<file path="config.mk">
export PLATFORM = sky130hd
export DESIGN_NAME = mul_result_buffer
export DESIGN_NICKNAME = d
export VERILOG_FILES = /design/src/rtl/mul_result_buffer.sv
export SDC_FILE = /design/constraint.sdc
export NUM_CORES = 1
export LEC_CHECK = 0
export CAP_MARGIN = 25
export CORE_MARGIN = 2
export CORE_UTILIZATION = 36
export CTS_BUF_LIST = sky130_fd_sc_hd__clkbuf_8
export DETAILED_ROUTE_END_ITERATION = 10
export GPL_TIMING_DRIVEN = 0
export SYNTH_ARGS = -nofsm -noshare
export SYNTH_HDL_FRONTEND = slang
export SYNTH_SLANG_ARGS = --single-unit
</file>
<file path="constraint.sdc">
create_clock -name clk -period 9.2 [get_ports clk]
set_input_delay 1.38 -clock clk [delete_from_list [all_inputs] [get_ports clk]]
set_output_delay 1.38 -clock clk [all_outputs]
set_load 0.02 [all_outputs]
</file>
<file path="src/rtl/mul_result_buffer.sv">
// mul_result_buffer: pairs multiplier products with the destination metadata
// of the op in flight, selects the RV32M result word and queues results in a
// small FIFO that competes for the CDB independently of the multiplier.

package mul_result_buffer_pkg;

    parameter int BR_TAG_W = 4;

    // Speculation tag: a sign bit plus a mask of outstanding branches.
    typedef struct packed {
        logic                sign;
        logic [BR_TAG_W-1:0] tag;
    } branch_tag_t;

    typedef enum logic [1:0] {
        OP_MUL    = 2'b00,
        OP_MULH   = 2'b01,
        OP_MULHSU = 2'b10,
        OP_MULHU  = 2'b11
    } mul_op_e;

    // An entry dies when the kill mask covers it: with equal signs the entry
    // must carry every bit of the kill mask; with opposite signs every bit of
    // the entry must lie inside the kill mask.
    function automatic logic tag_killed(input branch_tag_t e, input branch_tag_t f);
        if (e.sign == f.sign) begin
            return (e.tag & f.tag) == f.tag;
        end
        return (e.tag & f.tag) == e.tag;
    endfunction

endpackage

module mul_result_buffer
    import mul_result_buffer_pkg::*;
#(
    parameter int DEPTH     = 2,
    parameter int ROB_IDX_W = 5,
    parameter int PREG_W    = 6
) (
    input  logic                       clk,
    input  logic                       rst,
    input  logic                       issue_valid,
    input  logic [1:0]                 issue_op,
    input  logic [ROB_IDX_W-1:0]       issue_rob_idx,
    input  logic [PREG_W-1:0]          issue_pd,
    input  branch_tag_t                issue_br_tag,
    input  logic                       mul_done,
    input  logic [63:0]                mul_p,
    output logic                       mul_result_taken,
    input  logic                       flush,
    input  branch_tag_t                flush_tag,
    output logic                       cdb_req,
    input  logic                       cdb_grant,
    output logic [ROB_IDX_W-1:0]       cdb_rob_idx,
    output logic [PREG_W-1:0]          cdb_pd,
    output logic [31:0]                cdb_data,
    output branch_tag_t                cdb_br_tag,
    output logic                       pending_busy,
    output logic [$clog2(DEPTH):0]     count
);

    localparam int PTR_W = $clog2(DEPTH);
    localparam int CNT_W = PTR_W + 1;
    localparam logic [CNT_W-1:0] DEPTH_C = CNT_W'(DEPTH);

    typedef struct packed {
        logic [ROB_IDX_W-1:0] rob_idx;
        logic [PREG_W-1:0]    pd;
        logic [31:0]          data;
        branch_tag_t          br_tag;
    } entry_t;

    // ------------------------------------------------------------------
    // Pending register: metadata of the op currently inside the multiplier
    // ------------------------------------------------------------------
    logic                 pend_valid_q;
    mul_op_e              pend_op_q;
    logic [ROB_IDX_W-1:0] pend_rob_idx_q;
    logic [PREG_W-1:0]    pend_pd_q;
    branch_tag_t          pend_br_tag_q;

    // ------------------------------------------------------------------
    // Result FIFO state
    // ------------------------------------------------------------------
    entry_t               slot_q [DEPTH];
    logic [DEPTH-1:0]     slot_valid_q;
    logic [DEPTH-1:0]     slot_valid_d;
    logic [PTR_W-1:0]     head_q;
    logic [PTR_W-1:0]     tail_q;
    logic [CNT_W-1:0]     occ_q;
    logic [CNT_W-1:0]     occ_d;

    logic                 pend_kill;
    logic                 head_alloc;
    logic                 head_valid;
    logic                 pop;
    logic                 push;
    logic [31:0]          sel_word;
    entry_t               head_e;

    // Kill of the in-flight op this cycle; a killed op is never pushed.
    assign pend_kill = flush & pend_valid_q & tag_killed(pend_br_tag_q, flush_tag);

    // Head slot view: allocated means it still occupies the FIFO, valid means
    // it has not been killed and must be broadcast.
    assign head_e     = slot_q[head_q];
    assign head_alloc = (occ_q != '0);
    assign head_valid = head_alloc & slot_valid_q[head_q];

    // A granted valid head leaves; a killed head drains without a grant.
    // A grant without a request cannot pop a valid slot that is not there.
    assign pop = head_alloc & (~slot_valid_q[head_q] | cdb_grant);

    // Accept the product when the op survives this cycle and there is room,
    // counting the slot the head frees in the same cycle.
    assign push = mul_done & pend_valid_q & ~pend_kill & ((occ_q < DEPTH_C) | pop);

    assign mul_result_taken = push;
    assign pending_busy     = pend_valid_q;

    // Low word for MUL, high word for every MULH variant.
    always_comb begin
        // NOTE: every signal assigned in always_comb gets a default first, so
        // no path through the block leaves it unassigned and infers a latch.
        sel_word = mul_p[63:32];
        case (pend_op_q)
            OP_MUL:  sel_word = mul_p[31:0];
            default: sel_word = mul_p[63:32];
        endcase
    end

    // Track the in-flight op; a new issue in the take cycle overrides the clear.
    always_ff @(posedge clk) begin
        // NOTE: state is written with non-blocking assignments so every
        // register samples values from before this edge, regardless of order.
        if (rst) begin
            pend_valid_q <= 1'b0;
        end else if (issue_valid) begin
            pend_valid_q <= 1'b1;
        end else if (push || pend_kill) begin
            pend_valid_q <= 1'b0;
        end
    end

    // Pending metadata only matters while pend_valid_q is set.
    always_ff @(posedge clk) begin
        if (issue_valid) begin
            pend_op_q      <= mul_op_e'(issue_op);
            pend_rob_idx_q <= issue_rob_idx;
            pend_pd_q      <= issue_pd;
            pend_br_tag_q  <= issue_br_tag;
        end
    end

    // Next valid mask: kill first, then release the popped head, then mark
    // the pushed tail (which wins when a full FIFO pushes and pops together).
    always_comb begin
        slot_valid_d = slot_valid_q;
        if (flush) begin
            for (int i = 0; i < DEPTH; i++) begin
                if (tag_killed(slot_q[i].br_tag, flush_tag)) begin
                    slot_valid_d[i] = 1'b0;
                end
            end
        end
        if (pop) begin
            slot_valid_d[head_q] = 1'b0;
        end
        if (push) begin
            slot_valid_d[tail_q] = 1'b1;
        end
    end

    // Occupancy counts allocated slots, killed-but-not-drained included.
    always_comb begin
        occ_d = occ_q;
        case ({push, pop})
            2'b10:   occ_d = occ_q + CNT_W'(1);
            2'b01:   occ_d = occ_q - CNT_W'(1);
            default: occ_d = occ_q;
        endcase
    end

    // FIFO control registers; pointers wrap naturally as DEPTH is a power of two.
    always_ff @(posedge clk) begin
        if (rst) begin
            slot_valid_q <= '0;
            head_q       <= '0;
            tail_q       <= '0;
            occ_q        <= '0;
        end else begin
            slot_valid_q <= slot_valid_d;
            occ_q        <= occ_d;
            if (pop) begin
                head_q <= head_q + PTR_W'(1);
            end
            if (push) begin
                tail_q <= tail_q + PTR_W'(1);
            end
        end
    end

    // Result payload storage written at the tail on every take.
    always_ff @(posedge clk) begin
        // NOTE: the payload array has no reset; the per-slot valid bits and
        // pointers are reset, and payload is never observed while invalid.
        if (push) begin
            slot_q[tail_q] <= '{rob_idx: pend_rob_idx_q,
                                pd:      pend_pd_q,
                                data:    sel_word,
                                br_tag:  pend_br_tag_q};
        end
    end

    // Number of live (unkilled) results held.
    always_comb begin
        count = '0;
        for (int i = 0; i < DEPTH; i++) begin
            count = count + CNT_W'(slot_valid_q[i]);
        end
    end

    // CDB request and head fields, zeroed whenever nothing is requested.
    assign cdb_req     = head_valid;
    assign cdb_rob_idx = cdb_req ? head_e.rob_idx : '0;
    assign cdb_pd      = cdb_req ? head_e.pd      : '0;
    assign cdb_data    = cdb_req ? head_e.data    : '0;
    assign cdb_br_tag  = cdb_req ? head_e.br_tag  : '0;

    // The scheduler may only issue while the multiplier is idle or its
    // result leaves in this very cycle.
    illegal_issue_a : assert property (@(posedge clk) disable iff (rst)
        !(issue_valid && pend_valid_q && !push))
        else $error("issue_valid while an op is still pending");

endmodule

</file>
After elaboration in Yosys (flattened, before gate mapping)
Memory sizes are Yosys's and may differ from the RTL's. A register that Yosys moved wholly into a read port is not among the register bits.
Index checks and enable logic that the tools add are counted.

cells by class
  add/subtract/negate cells = 5
  multipliers = 0
  div/mod/pow operators = 0
  order comparisons = 5
  equal/unequal tests = 11
  shift operators = 0
  multiplexer cells = 36
  bitwise gates (word level) = 17
  reductions and logical operators = 7

operator list
  cell                                                                           number
  32-bit 2-to-1 mux                                                              2
  1-bit 2-to-1 mux                                                               25
  4-bit equality test                                                            6
  4-bit bitwise AND                                                              3
  5-bit 2-to-1 mux                                                               2
  1-bit bitwise AND                                                              7
  2-bit 2-to-1 mux                                                               3
  6-bit 2-to-1 mux                                                               1
  2-bit nonzero test                                                             3
  1-bit by 2-bit less-than comparator with 1-bit output (second input constant)  2
  2-bit case mux with 2 select lines                                             1
  1-bit equality test                                                            3
  1-bit adder (second input constant)                                            2
  1-bit by 1-bit adder with 2-bit output                                         1
  2-bit by 1-bit adder with 2-bit output (second input constant)                 1
  2-bit bitwise AND                                                              1
  1-bit demux with 1-bit select                                                  2
  2-bit by 1-bit equality test with 1-bit output (second input constant)         1
  2-bit equality test (second input constant)                                    1
  1-bit >= comparator (second input constant)                                    2
  1-bit logical AND                                                              2
  2-bit zero test                                                                1
  2-bit less-than comparator (second input constant)                             1
  1-bit NOT                                                                      2
  other kinds (5)                                                                6

word-level totals
  flip-flop bits (word level) = 25
  bits in latches = 0
  bits in writable memories = 96
  memory bits (read-only) = 0
  bits of input ports = 93
  logic and storage cells = 92
  memories kept = 1

memories
  name    words  bits a word  read ports  clocked after memory_dff  wr ports  RTL line  text
  slot_q  2      48           3           1                         1         86        entry_t slot_q [DEPTH];

Longest topological paths before layout
Gate-level depths: netlist of the first run.

  word-level depth = 11
  mapped depth = 6
  depth with buffers taken out = 6

Worst setup path after synthesis of the first run
No wires, ideal clock.

  path kind = input-to-reg
  start = input flush_tag[0] (netlist name)
  end = memory slot_q[0][0] (netlist name) (enable)
  data arrival time = 3,931 ps
  data required time = 8,746 ps
  setup slack = 4,815 ps
  cell stages on the path = 5
  buffers on the path = 0
  cell sequence = inv_1 -> o21ai_0 -> or4_4 -> nand4_4 -> nor2_1

on the way
  word-level cells in the longest chain between the ends = 10

ends and longest elaborated chain
  element                                   RTL line  text
  start, declared                           52        input branch_tag_t flush_tag,
  4-bit bitwise AND                         27, 29
  4-bit equality test                       27        return (e.tag & f.tag) == f.tag;
  1-bit 2-to-1 mux                          26        if (e.sign == f.sign) begin
  1-bit 2-to-1 mux *                        29        return (e.tag & f.tag) == e.tag;
  1-bit bitwise AND *                       103       assign pend_kill = flush & pend_valid_q & tag_killed(pend_br_tag_q, flush_tag);
  1-bit NOT *                               117       assign push = mul_done & pend_valid_q & ~pend_kill & ((occ_q < DEPTH_C) | pop);
  1-bit bitwise AND * (2 in series)         117
  1-bit 2-to-1 mux *                        208       if (push) begin
  1-bit 2-to-1 mux (not written as such) *  209       slot_q[tail_q] <= '{rob_idx: pend_rob_idx_q,
  end, declared                             86

Mark *: on every way between the ends. The rest lies on a longest branch, timed or not. The select of a mux whose other input is x is not followed.

Worst setup path in the final report of the first run
  start = input flush_tag[1] (netlist name)
  end = output mul_result_taken

on the way
  word-level cells in the longest chain between the ends = 8

ends and longest elaborated chain
  element                            RTL line  text
  4-bit bitwise AND                  27, 29
  4-bit equality test                27
  1-bit 2-to-1 mux                   26
  1-bit 2-to-1 mux *                 29
  1-bit bitwise AND *                103
  1-bit NOT *                        117
  1-bit bitwise AND * (2 in series)  117
  end, declared                      50        output logic mul_result_taken,

Marked as above.

==> results of run 1 <==
==> cell type report <==
class	count	area, um^2	share of cell area, %
Clock inverter	14	190	2.60
Sequential cell	122	3580	49.0
Clock buffer	17	234	3.20
Tap cell	180	225	3.08
Inverter	10	40.0	0.547
Buffer	14	57.6	0.787
Multi-Input combinational cell	194	1490	20.4
Timing Repair Buffer	147	1490	20.4
==> per-layer routing <==
layer | vias up | wire length, um | GRT usage (%)
met5 | - | 0 | 0
met4 | 0 | 199 | 5.75
met3 | 14 | 597 | 4.49
met2 | 104 | 5880 | 26.4
met1 | 1579 | 4810 | 17.9
li1 | 1595 | - | -
==> critical path: stages <==
cell,delay (ns)
clkdlybuf4s50_1,0.57
inv_2,0.08
a222oi_1,0.35
nand4_1,0.27
nand4_4,0.27
inv_4,0.05
clkdlybuf4s50_1,0.54
==> cell usage after synthesis, types with 2 or more instances <==
cell       number
nor2_1         57
o21ai_0         6
mux2i_1        53
edfxtp_1      114
a2111o_1        2
nand2_1         6
nand2b_1        7
buf_2           4
mux2_2         32
o2111ai_1       3
a211o_1         2
nor2b_1         6
dfxtp_1         8
o21ai_1         2
inv_1           8
xnor2_1         3
clkbuf_1        9
==> how the worst max path moves through the flow <==
stage	cells after the start	end	slack, ns
after floorplan	5	slot_q[0][0]	4.81
after global placement	6	slot_q[0][17]	2.76
after detailed placement	7	mul_result_taken	4.31
after CTS	7	mul_result_taken	4.31
after global routing	7	mul_result_taken	4.23
final	7	mul_result_taken	4.31
==> sequential cells by signal, summed over array words and instances (netlist names), named ones only <==
signal / flops
slot_q: 96
pend_pd_q: 6
pend_br_tag_q: 5
pend_rob_idx_q: 5
occ_q: 2
pend_op_q: 2
slot_valid_q: 2
head_q: 1
pending_busy: 1
tail_q: 1
==> logic make-up after synthesis <==
kind of cell / Yosys count
adders and majority gates: 1
AOI/OAI and AO/OA: 21
buffers and inverters: 24
DFF: 122
muxes: 86
xor gates and xnor gates: 4
and+or+nand+nor: 82
==> where the power goes <==
part	leakage (nW)	switching [mW]	total, mW	internal, mW
clock	0.229	0.199	0.513	0.314
combinational	1.10	0.0479	0.114	0.0660
sequential	1.11	0.00807	0.641	0.633
total	2.44	0.255	1.27	1.01
==> placed cells by master, fill, tap and decap left out, types with 4 or more instances in the layout <==
cell type | synthesis | routed
o21ai_0 | 6 | 6
clkbuf_1 | 9 | 9
clkbuf_8 | 0 | 17
mux2_2 | 32 | 32
buf_2 | 4 | 4
edfxtp_1 | 114 | 114
inv_1 | 8 | 13
dfxtp_1 | 8 | 8
clkdlybuf4s50_1 | 0 | 145
bufinv_16 | 0 | 5
mux2i_1 | 53 | 53
nor2_1 | 57 | 55
nor2b_1 | 6 | 6
nand2b_1 | 7 | 7
nand2_1 | 6 | 6
==> through the flow <==
| stage | hold WS, ns | utilization [%] | cells |
|---|---|---|---|
| 2_1_floorplan | 0.421 | - | 340 |
| 3_3_place_gp | 0.423 | 49.1 | 665 |
| 3_5_place_dp | 0.435 | 49.4 | 667 |
| 4_1_cts | 0.452 | 52.5 | 698 |
| 5_1_grt | 0.465 | 52.5 | 698 |
| 6_report | 0.451 | 52.5 | 698 |
==> summary.txt, run 1 <==
Cells and area
  – Share of cells above drive strength 1: a little over an eighth
  – Filler instances: 1,224
  – Diode count: 0
  – Finished Cell Area: 7310 um^2
  – Final #Nets: 600
  – Area added between synthesis and finish: 41.8%

Hold path
  – Min-delay src: pend_pd_q[0]
  – Hold EP: slot_q[0][37]
  – Hold Crit Class: register to register
  – Hold path depth: 0

Yosys
  – Synth Flop Type: edfxtp_1
  – Yosys reg bits: about 120
  – Number of enable flip-flop cells after synthesis: around 110
  – Multiplexer share of the synthesized area: 17.5%
  – Syn_nets: 434
  – Largest area contributor in the netlist: edfxtp_1
  – Xor/xnor share of the synthesized area: less than 1%
  – Simple-Gate Fraction of Synth Area: 7.25%
  – Yosys cell types: 35
  – Register area share after synthesis: 69.5%
  – Synth area leaders: edfxtp_1 66%, mux2i_1 10%, mux2_2 7.0%
  – Post-synthesis cell count: 340
  – Adder-cell share of the synthesized area: 0.243%
  – Async SR Flop Fraction: 0%
  – Largest family of logic cells by synthesized area: multiplexers
  – Synth Area in Compound Gates: between 2 and 3%
  – Top-area cell type share of the netlist area: 66.4%
  – Synthesized cell area: 5160 um^2
  – Synth warnings: 0
  – Avg Cell Area, Syn: 15.2 um^2

Pwr
  – Leak: roughly 2.4 nW
  – Maximum vdd drop: 0.0000840 V
  – Design Power: 1.27 mW
  – Power density cells: 173 nW/um^2

Global routing
  – First-pass GRT wire length: 17,100 um
  – Total GRT Usage: 15.2%
  – Largest net degree at the start of global routing: 26
  – Initial antenna violation count: 0
  – Vias in the first global route: 3,310
  – Total grt overflow: 0

Clock network
  – CTS Buffer Depth: 2
  – Setup bufs post-CTS: 0
  – H-tree levels: 4
  – Clk Latency, worst-skew pair: 0.43 ns
  – TritonCTS clock tree: done
  – Root Driver: clkbuf_8
  – TritonCTS Buffers: 17
  – Hold_buf cts: 0
  – Clk sink count: 122
  – PostCTS Resize Cnt: 0
  – Worst-path clk slew: about 0.060 ns

Critical path
  – R2r setup slk: roughly 6.7 ns
  – CP Max Fanout: 6
  – Worst path arrival time: 3.51 ns
  – CP Capture Type: output pin
  – Setup crit start: flush_tag[1]
  – Required @ worst endpoint: 7.82 ns
  – Worst setup SP type: input port
  – Reg-to-reg critical path endpoint: slot_q[1][19]
  – R2r worst-path depth: 6
  – CP Class: input port to output pin
  – Worst r2r src: head_q

Drt
  – WL/cell: 16.5 um
  – Initial DRC Count: around 160
  – DRC Markers: 0
  – Routed WL: 11,500 um
  – Antenna Violating Nets Remaining: 0
  – Total iterations of the first detailed-routing run: 6
  – Vias per cell: roughly 4.7
  – Vias post-DR: ~3,300

Outcome
  – Run status: completed

Run
  – Total of max-cap violations: 0

Floorplanning
  – FP Rows: 43
  – IO Pins: about 150
  – Die X: 124 um
  – Die area: approximately 15,000 um^2
  – Core area: 13,900 um^2
  – Initial core utilization: 37.0%
  – Die H: 124 um

Placement
  – Placed cell areas: 6890 um^2
  – Pre-CTS setup slack: between 4 and 5 ns
  – RD Place Congestion: 0.844
  – Buffers added on ports: 145
  – DP Wirelength: 8090 um

STA
  – Setup TNS Final: 0 ns
  – Tmin final: 4.89 ns
  – Setup-failing EPs final: 0
  – Final hold vios: 0
  – Max Slew Vio Count: 0
  – Worst slew margin: roughly a third
  – Max Freq: 205 MHz
  – Slew @ Worst Pin: between 0.9 and 1 ns
  – Clock skew: 0.00851 ns
  – Final Cycle Share: 53.1%
  – Setup ws final: 4.31 ns
  – Unrepaired setup endpoints after global routing: no
Note: power is estimated with default switching activity, not from simulation.
==> inputs of run 2 (changes only) <==
Settings changed: PLACE_DENSITY set to 0.66.
Clock period 9.2 ns to 4.1 ns, I/O delays scaled along.
==> run 2 against run 1 <==
Core utilization fell by 0.28 points. Final cell count rose by 0.14%. Sequential share of layout area rose by 0.26 points. Sequential power rose by 120%. Routed wire length fell by 2.8%. Non-clock buffer count did not move. Critical path type is now register to output pin. Critical endpoint is now cdb_data[28]. Largest power group unchanged.
==> summary.txt, run 2 (synthesized netlist as in run 1, its figures left out) <==
Clock network
  – Clk Latency, worst-skew pair: 0.44 ns (about the same)
  – Worst-path clk slew: 0.07 ns (about the same)
  – Clk sink count: 122 (unchanged)
  – Setup bufs post-CTS: 0 (unchanged)
  – Root Driver: clkbuf_8
  – H-tree levels: 4 (unchanged)
  – Hold_buf cts: 0 (unchanged)
  – PostCTS Resize Cnt: 0 (unchanged)
  – TritonCTS clock tree: done
  – CTS Buffer Depth: 2 (unchanged)
  – TritonCTS Buffers: 17 (unchanged)

Floorplanning
  – IO Pins: 146 (unchanged)
  – Die H: 124 um (unchanged)
  – Core area: 13,900 um^2 (unchanged)
  – Die X: 124 um (unchanged)
  – Initial core utilization: 37.0% (unchanged)
  – Die area: 15,300 um^2 (unchanged)
  – FP Rows: 43 (unchanged)

Global routing
  – Initial antenna violation count: 0 (unchanged)
  – Vias in the first global route: 3,287 (-0.69%)
  – First-pass GRT wire length: 16,500 um (-3.5%)
  – Largest net degree at the start of global routing: 28 (+7.7%)
  – Total grt overflow: 0 (unchanged)
  – Total GRT Usage: 14.8% (-0.41 points)

Pwr
  – Leak: 2.41 nW (-1.3%)
  – Int Power: 2.10 mW (+110%)
  – Switch share: 21.8% (+1.7 points)
  – Power density cells: 368 nW/um^2 (+110%)
  – Design Power: 2.68 mW (+110%)
  – Clock power share: 36.8% (-3.6 points)
  – Combinational power share: 9.6% (+0.6 points)
  – Maximum vdd drop: 0.000206 V (+140%)
  – Sequential share of power: 53.6% (+3.0 points)
  – Sw Pwr: 0.585 mW (+130%)

Placement
  – Placed cell areas: 6910 um^2 (+0.22%)
  – Buffers added on ports: 145 (unchanged)
  – RD Place Congestion: 0.838 (-0.77%)
  – Placed instance count: 667 (unchanged)
  – DP Wirelength: 7930 um (-2.0%)

Cells and area
  – Non-Filler Instances: 699 (+0.14%)
  – Area added between synthesis and finish: 41.0%
  – Diode count: 0 (unchanged)
  – Finished Cell Area: 7280 um^2 (-0.53%)
  – Largest Register: slot_q
  – Final #Nets: 600 (unchanged)
  – Regs by FF count: slot_q x96, pend_pd_q x6
  – Highest-count cells in the layout ignoring fill and taps: 145 x clkdlybuf4s50_1, 114 x edfxtp_1, 55 x nor2_1
  – Max reg flops: 96 (unchanged)
  – Share of cells above drive strength 1: 14.1% (+0.75 points)
  – Commonest non-fill, non-tap cell in the layout: clkdlybuf4s50_1

STA
  – Setup-failing EPs final: 0 (unchanged)
  – Setup TNS Final: 0 ns (unchanged)
  – Slew @ Worst Pin: 0.964 ns (-0.0108 ns)
  – Worst slew margin: 35.6% (+0.72 points)
  – Max Freq: 289 MHz
  – Final Cycle Share: 84.4%
  – Tmin final: approximately 3.5 ns
  – Final hold vios: 0 (unchanged)
  – Clock skew: 0.0103 ns (+0.00180 ns)
  – Max Slew Vio Count: 0 (unchanged)
  – Unrepaired setup endpoints after global routing: no
  – Hold Slack: 0.450 ns (-0.00118 ns)

Drt
  – Antenna Violating Nets Remaining: 0 (unchanged)
  – Total iterations of the first detailed-routing run: 4 (-2)
  – Vias post-DR: 3,316 (+0.73%)
  – Initial DRC Count: 120 (-25%)
  – DRC Markers: 0 (unchanged)
  – Vias per cell: 4.74 (+0.58%)
  – WL/cell: 16.0 um (-2.9%)
  – Routed WL: 11,200 um (-2.8%)

Critical path
  – Worst setup SP type: register
  – R2r setup slk: 1.50 ns (-5.21 ns)
  – Crit-path max cell delay: 0.58 ns (about the same)
  – Required @ worst endpoint: 3.48 ns (-4.34 ns)
  – CP Buf/Inv Count: 3 (-1)
  – CP Class: register to output pin
  – CP Max Fanout: 10 (+4)
  – CP Cell Sequence: mux2i_1 > o21bai_1 > buf_2 > buf_1 > nor2_1 > clkdlybuf4s50_1
  – CP delay by family, top: buffers and inverters
  – Worst path arrival time: 2.85 ns (-0.66 ns)
  – CP Capture Type: output pin
  – CP max stage cell: clkdlybuf4s50_1

Outcome
  – Run status: completed

Run
  – Total of max-cap violations: 0 (unchanged)

Hold path
  – Hold Crit Class: register to register
run 2: cell count changes in the layout (fill, tap and decap cells not counted):
cell / delta
buf_16: +2
buf_12: -2
clkinv_2: +3
clkinv_4: +2
inv_1: -3
clkinvlp_4: +2
bufinv_16: -3
run 2: area by class of cell:
class	count	area (um^2)
plain buffers	14	57.6
clock buffers	17	234
clock inverters	15	136
fillers	1190	6660
inverters	10	40.0
multi-input cells	194	1490
flip-flops and latches	122	3580
well taps	180	225
repair buffers	147	1510
run 2: path summary, 6_finish.rpt:
kind | cells after the start | startpoint | end
max | 6 | head_q | cdb_data[28]
min | 0 | pend_pd_q[2] | slot_q[0][39]
max reg2reg | 6 | head_q | slot_q[0][6]
min reg2reg | 0 | pend_pd_q[2] | slot_q[0][39]
run 2: power by group through the flow:
stage	Clock [mW]	Sequential, mW	Combinational (mW)
6_report	0.986	1.44	0.257
5_1_grt	1.07	1.44	0.277
4_1_cts	1.02	1.44	0.260
3_5_place_dp	0	1.47	0.258
3_3_place_gp	0	1.46	0.247
2_1_floorplan	0	1.46	0.118
run 2: layer usage:
metal / GRT usage (%) / part of all wire, %
met5: 0 / 0
met1: 17.2 / 41
met3: 5.45 / 7.8
met4: 6.53 / 1.8
met2: 24.7 / 49
run 2: metrics by stage:
stage               utilization, %  worst slack [ns]
CTS                           52.2             0.570
detailed placement            49.6             0.813
floorplan                        -             0.480
global route                  52.2             0.421
finish                        52.2             0.638
global placement              49.1             -1.49
run 2: worst reg2reg max path, cell delays in order (launching register included):
cell and delay [ns]:
dfxtp_1 0.36, mux2i_1 0.33, nor2_1 0.10, a21boi_1 0.24, nand4_4 0.24, nor2_4 0.73, buf_16 0.29
